### src/rtl/regfile_hilo.sv
// General-purpose register file with two combinational read ports, one write port and a HI/LO pair.
// Zero read latency. Writes land on the rising edge. The block has no backpressure.
module regfile_hilo #(
    parameter int DATA_WIDTH = 32,
    parameter int ADDR_WIDTH = 5,
    parameter int ZERO_REG   = 1,
    parameter int BYPASS     = 1
) (
    input  logic                  clock,
    input  logic                  reset_n,
    input  logic [ADDR_WIDTH-1:0] address_s1,
    input  logic [ADDR_WIDTH-1:0] address_s2,
    input  logic [ADDR_WIDTH-1:0] address_d,
    input  logic [DATA_WIDTH-1:0] data_dval,
    input  logic                  write_enable,
    input  logic                  hilo_write_enable,
    input  logic [DATA_WIDTH-1:0] hi_in,
    input  logic [DATA_WIDTH-1:0] lo_in,
    output logic [DATA_WIDTH-1:0] data_s1val,
    output logic [DATA_WIDTH-1:0] data_s2val,
    output logic [DATA_WIDTH-1:0] hi_out,
    output logic [DATA_WIDTH-1:0] lo_out
);

    localparam int DEPTH = 2 ** ADDR_WIDTH;

    logic [DATA_WIDTH-1:0] regs_q [DEPTH];
    logic [DATA_WIDTH-1:0] regs_d [DEPTH];
    logic [DATA_WIDTH-1:0] hi_q, hi_d;
    logic [DATA_WIDTH-1:0] lo_q, lo_d;
    logic                  gpr_wr;
    logic                  hilo_wr;

    // Writes to a hardwired r0 are dropped here, so the bypass never sees them either.
    always_comb begin
        gpr_wr  = reset_n && write_enable && !((ZERO_REG != 0) && (address_d == '0));
        hilo_wr = reset_n && hilo_write_enable;
    end

    always_comb begin
        regs_d = regs_q;
        hi_d   = hi_q;
        lo_d   = lo_q;
        if (gpr_wr) begin
            regs_d[address_d] = data_dval;
        end
        if (hilo_wr) begin
            hi_d = hi_in;
            lo_d = lo_in;
        end
    end

    always_ff @(posedge clock) begin
        if (!reset_n) begin
            for (int i = 0; i < DEPTH; i++) begin
                regs_q[i] <= '0;
            end
            hi_q <= '0;
            lo_q <= '0;
        end else begin
            regs_q <= regs_d;
            hi_q   <= hi_d;
            lo_q   <= lo_d;
        end
    end

    always_comb begin
        data_s1val = regs_q[address_s1];
        if ((BYPASS != 0) && gpr_wr && (address_d == address_s1)) begin
            data_s1val = data_dval;
        end
        if ((ZERO_REG != 0) && (address_s1 == '0)) begin
            data_s1val = '0;
        end
    end

    always_comb begin
        data_s2val = regs_q[address_s2];
        if ((BYPASS != 0) && gpr_wr && (address_d == address_s2)) begin
            data_s2val = data_dval;
        end
        if ((ZERO_REG != 0) && (address_s2 == '0)) begin
            data_s2val = '0;
        end
    end

    always_comb begin
        hi_out = hi_q;
        lo_out = lo_q;
        if ((BYPASS != 0) && hilo_wr) begin
            hi_out = hi_in;
            lo_out = lo_in;
        end
    end

endmodule
### config.mk
export PLATFORM = sky130hd
export DESIGN_NAME = regfile_hilo
export DESIGN_NICKNAME = d
export VERILOG_FILES = /design/src/rtl/regfile_hilo.sv
export SDC_FILE = /design/constraint.sdc
export NUM_CORES = 2
export LEC_CHECK = 0
export CAP_MARGIN = 10
export CORE_MARGIN = 2
export CORE_UTILIZATION = 45
export DETAILED_ROUTE_END_ITERATION = 12
export PLACE_DENSITY = 0.7
export REMOVE_ABC_BUFFERS = 1
export SYNTH_ARGS = -nofsm -noshare
export SYNTH_HDL_FRONTEND = slang
export SYNTH_SLANG_ARGS = --single-unit
### constraint.sdc
create_clock -name clock -period 3.9 [get_ports clock]
set_input_delay 0.585 -clock clock [delete_from_list [all_inputs] [get_ports clock]]
set_output_delay 0.585 -clock clock [all_outputs]
set_load 0.02 [all_outputs]
== Word-level counts from Yosys, hierarchy flattened ==
Index checks and enable logic that the tools add are counted.

* Equal/unequal tests: 2
* Reductions and logical operators: 10
* Magnitude comparators: 4
* Mux-type cells: 15
* Bitwise logic cells: 3

{| class="wikitable"
|+ Operator list
! cell !! count
|-
| $bwmux 1024 || 1
|-
| $mux 32 || 11
|-
| $bmux 32 s5 || 2
|-
| $demux 32 s5 || 1
|-
| $ge 6x6->1 const B || 3
|-
| $not 5->6 || 3
|-
| $logic_not 5->1 || 3
|-
| $eq 5x5->1 || 2
|-
| $logic_and 1x1->1 || 6
|-
| $lt 6x1->1 const B || 1
|-
| $logic_not 1->1 || 1
|}

* Output and inout bits: 128
* Bits in registers: 1,088

== Logic depth before layout (Yosys ltp) ==
* Depth in word-level cells: 6
* Mapped depth: 10
* Gate-level depth less buffers: 5

== Least setup slack after synthesis ==
OpenSTA, ideal clock, no wires.

* Path kind: input to output
* Start point: in address_s2[1]
* End point: out data_s2val[21]
* Cell stages on the path: 7
* Slack: 1.000 ns
* Required time: 3.315 ns
* Data arrival time: 2.315 ns
* Cell sequence: buf_2 buf_2 buf_1 mux4_2 a22oi_1 a21oi_1 a221o_1

* Word-level cells in the longest chain between the ends: 6
* Elaborated cells between the ends (all ways): 9
* Those cells by class: 1 x eq/ne; 5 x mux; 1 x bitwise; 2 x reduce/logical

{| class="wikitable"
|+ RTL lines
! item !! RTL line !! source
|-
| from (decl) || 12 || <nowiki>input logic [ADDR_WIDTH-1:0] address_s2,</nowiki>
|-
| $not 5->6 (implied by the code) || 78 || <nowiki>data_s2val = regs_q[address_s2];</nowiki>
|-
| $bmux 32 s5 || 78 ||
|-
| $mux 32 (implied by the code) (2 in a row) || 78 ||
|-
| $mux 32 || 79 || <nowiki>if ((BYPASS != 0) && gpr_wr && (address_d == address_s2)) begin</nowiki>
|-
| $mux 32 (*) || 82 || <nowiki>if ((ZERO_REG != 0) && (address_s2 == '0)) begin</nowiki>
|-
| to (decl) || 20 || <nowiki>output logic [DATA_WIDTH-1:0] data_s2val,</nowiki>
|}

Every way passes the cells marked *; elsewhere a longest branch is shown, timed or not. The select of a mux whose other input is x is not followed.

== Final worst setup path ==
* Start point: in address_s1[1]
* End point: out data_s1val[7]

* Word-level cells in the longest chain between the ends: 6
* Elaborated cells between the ends (all ways): 9
* Those cells by class: 1 x eq/ne; 5 x mux; 1 x bitwise; 2 x reduce/logical

{| class="wikitable"
|+ RTL lines
! item !! RTL line !! source
|-
| from (decl) || 11 || <nowiki>input logic [ADDR_WIDTH-1:0] address_s1,</nowiki>
|-
| $not 5->6 (implied by the code) || 68 || <nowiki>data_s1val = regs_q[address_s1];</nowiki>
|-
| $bmux 32 s5 || 68 ||
|-
| $mux 32 (implied by the code) (2 in a row) || 68 ||
|-
| $mux 32 || 69 || <nowiki>if ((BYPASS != 0) && gpr_wr && (address_d == address_s1)) begin</nowiki>
|-
| $mux 32 (*) || 72 || <nowiki>if ((ZERO_REG != 0) && (address_s1 == '0)) begin</nowiki>
|-
| to (decl) || 19 || <nowiki>output logic [DATA_WIDTH-1:0] data_s1val,</nowiki>
|}

Marks and branches as above.

==> impl_metrics.env <==
export IMPL_worstSetupStartpointType="input pin"
export IMPL_grt_pass1_vias=51900
export IMPL_fmax_ghz=0.250
export IMPL_r2r_cells=2
export IMPL_first_pass_iters=9
export IMPL_setup_viol=6
export IMPL_path_cells="clkbuf_8, nor3b_2, buf_4, a2111oi_1, a211oi_1, buf_4, a21oi_1, clkdlybuf4s50_1"
export IMPL_maxCapViolations=0
export IMPL_endpoint_kind="primary output"
export IMPL_die_x_um=363
export IMPL_routed_wl_um=238000
export IMPL_nNetsFinal=6703
export IMPL_grt_total_usage_pct=34.9
export IMPL_rows=131
export IMPL_fin_skew_ns=0
export IMPL_wl_per_cell_um=28.5
export IMPL_slew_limit_headroom_pct=12.9
export IMPL_p_per_area_mw_per_mm2=377
export IMPL_vias_per_cell=6.48
export IMPL_first_iter_violations=8682
export IMPL_cts_sinks=1088
export IMPL_antenna_found_initial=7
export IMPL_crit_buf_inv=4
export IMPL_synthArstFlopShare_pct=0
export IMPL_required_ns=3.31
export IMPL_post_route_min_period_ns=4.01
export IMPL_clk_path_buf_depth=3
export IMPL_status="finished, violations left"
export IMPL_cts_root_buf="clkbuf_16"
export IMPL_max_stage_delay_ns=0.97
export IMPL_port_buffers=242
export IMPL_fin_setup_tns_ns=-0.402
export IMPL_worstSkewPairLatency_ns=0.76
export IMPL_synth_seq_area_share_pct=37.5
export IMPL_violations="negative setup slack"
export IMPL_cts_buffers=114
export IMPL_ys_warn_count=0
export IMPL_gp_congestion=1.00
export IMPL_p_leak_nw=23.5
export IMPL_ys_seq_elements=1088
export IMPL_synth_area_per_cell_um2=8.99
export IMPL_yosys_most_used_dff="dfxtp_1"
export IMPL_critPathTopFamily="buffers and inverters"
export IMPL_start_util_pct=45.4
export IMPL_period_share_pct=103
export IMPL_synth_top_cell_area_share_pct=37.5
export IMPL_rsz0062_at_grt="false"
export IMPL_tightestPinTransition_ns=1.31
export IMPL_postRouteAntennaNets=0
export IMPL_irDropWorstVdd_mv=0.446
export IMPL_tritoncts="done"
export IMPL_grt_pass1_wl_um=343000
export IMPL_path_depth=8
export IMPL_core_mm2=0.128
export IMPL_io_pins=243
export IMPL_place_area_mm2=0.0640
export IMPL_path_max_fanout=16
export IMPL_worst_slack_ns=-0.108
export IMPL_synth_top_cells_by_area="dfxtp_1, mux4_2, nand2_1"
export IMPL_place_hpwl_um=152000
export IMPL_cts_htree_levels=3
export IMPL_drive_gt1_share_pct=18.5
export IMPL_syn2layout_area_growth_pct=17.3
export IMPL_synth_top_area_cell="dfxtp_1"
export IMPL_worst_ep_arrival_time_ns=3.42
export IMPL_synth_cells=6453
export IMPL_stdcell_area_mm2=0.0681
export IMPL_overflow=0
export IMPL_synth_distinct_cells=70
export IMPL_whs_path_depth=2
export IMPL_path_class="in -> out"
export IMPL_cp_common_cell="buf_4"
export IMPL_hold_path_class="in -> reg"
export IMPL_hold_path_startpoint="reset_n"
export IMPL_final_hold_violation_count=0
export IMPL_die_area_mm2=0.132
export IMPL_worst_path_max_delay_cell="nor3b_2"
export IMPL_drv_slew=0
export IMPL_via_count=54100
export IMPL_grt_max_degree=265
export IMPL_startpoint="address_s1[1]"
export IMPL_synth_edf_count=0
export IMPL_drc=0
export IMPL_syn_cell_area_mm2=0.0580
export IMPL_r2r_start="lo_q[24]"
export IMPL_path_clk_slew_ns=0.06
export IMPL_fp_dieH_um=363
[layout make-up]
| type | count | area (µm²) |
|---|---|---|
| Antenna cell | 2 | 5.00 |
| Clock buffer | 165 | 3300 |
| Clock inverter | 46 | 568 |
| Fill cell | 11400 | 59800 |
| Inverter | 5 | 20.0 |
| Multi-Input combinational cell | 4686 | 33500 |
| Sequential cell | 1088 | 21800 |
| Tap cell | 1662 | 2080 |
| Timing Repair Buffer | 693 | 6790 |
[path summary, 6_finish.rpt]
kind | to | slack, ns
setup reg to reg | lo_q[24] | 3.03
setup / recovery | data_s1val[7] | -0.11
hold reg to reg | regs_q[102] | 0.47
hold / removal | regs_q[857] | 0.18
[what timing repair did]
action	4_1_cts	5_1_grt
endpoints found under the setup margin	17	33
pin swaps	1	2
resized for setup	19	40
hold buffers	0	0
buffers inserted	0	3
[cell families (layout without fill, tap and decap cells)]
group / after synthesis / after routing / synth area share, %
muxes: 762 / 762 / 21.0
DFF: 1088 / 1088 / 37.5
other: 0 / 2 / 0
buffers and inverters: 679 / 909 / 5.49
xor gates and xnor gates: 10 / 10 / 0.151
and+or+nand+nor: 2401 / 2401 / 16.5
AOI/OAI and AO/OA: 1513 / 1513 / 19.3
[report_power, final]
group / internal (mW) / leakage (nW) / switching, mW / total [mW]
combinational: 1.20 / 12.9 / 1.81 / 3.01
sequential: 11.2 / 8.77 / 0.0382 / 11.2
clock: 6.48 / 1.90 / 4.94 / 11.4
[worst reg2reg max path: stages (launching register included)]
cell and delay (ns):
dfxtp_1 0.30, mux2_2 0.28, and2_1 0.17
[per-stage QoR]
stage	setup WS, ns	instances	util (%)	hold slack, ns	power [mW]
global placement	-0.203	8131	50.1	0.447	14.4
floorplan	0.615	5779	-	0.441	12.5
detailed placement	-0.221	8131	50.1	0.457	14.4
CTS	0.00199	8342	53.1	0.149	25.6
finish	-0.108	8347	53.2	0.184	25.7
global route	0.00449	8345	53.2	0.162	26.2
[metal layers]
| layer | GRT usage [%] | share of wire (%) |
|---|---|---|
| met3 | 11.3 | 14 |
| met1 | 44.5 | 36 |
| met4 | 23.8 | 8.5 |
| met2 | 50.0 | 41 |
| met5 | 0 | 0.026 |
[registers in the layout (all words and copies together) (netlist names)]
signal / flops
lo_q: 32
hi_q: 32
regs_q: 1024
[synthesized netlist by cell type, drive strengths merged (6+ instances only)]
cell,instances
a31oi,10
a22o,7
o21a,13
mux2i,305
clkbuf,500
o22ai,46
a221o,27
nor4,9
a211o,10
and2,104
o221ai,15
xor2,10
o31a,9
nor3,16
a21boi,992
o211ai,15
or2,6
mux4,356
o21ai,95
a22oi,44
dfxtp,1088
buf,174
o22a,15
a2111oi,9
nor2b,14
nand3,34
a211oi,18
nand2b,10
nor2,73
a21o,6
a221oi,92
mux2,101
a21oi,76
nand2,2102
and3,12
[cell usage in the layout, fill, tap and decap left out, drive strengths merged, types with 7 or more instances in the layout]
master	instances
nor3	16
nor2b	14
dlymetal6s2s	24
nand2	2102
mux2i	305
a221oi	92
xor2	10
nand2b	10
a211o	10
clkdlybuf4s50	174
and3	12
mux2	101
clkinv	32
clkbuf	166
dlygate4sd2	9
o22a	15
a21boi	992
and2	104
o22ai	46
nor2	73
o21a	13
nand3	34
o221ai	15
a221o	27
mux4	356
buf	485
a31oi	10
a211oi	18
a21oi	76
bufinv	9
dfxtp	1088
a22o	7
o21ai	95
nor4	9
o211ai	15
o31a	9
a2111oi	9
a22oi	44
Power figures use the tool's default switching activity.
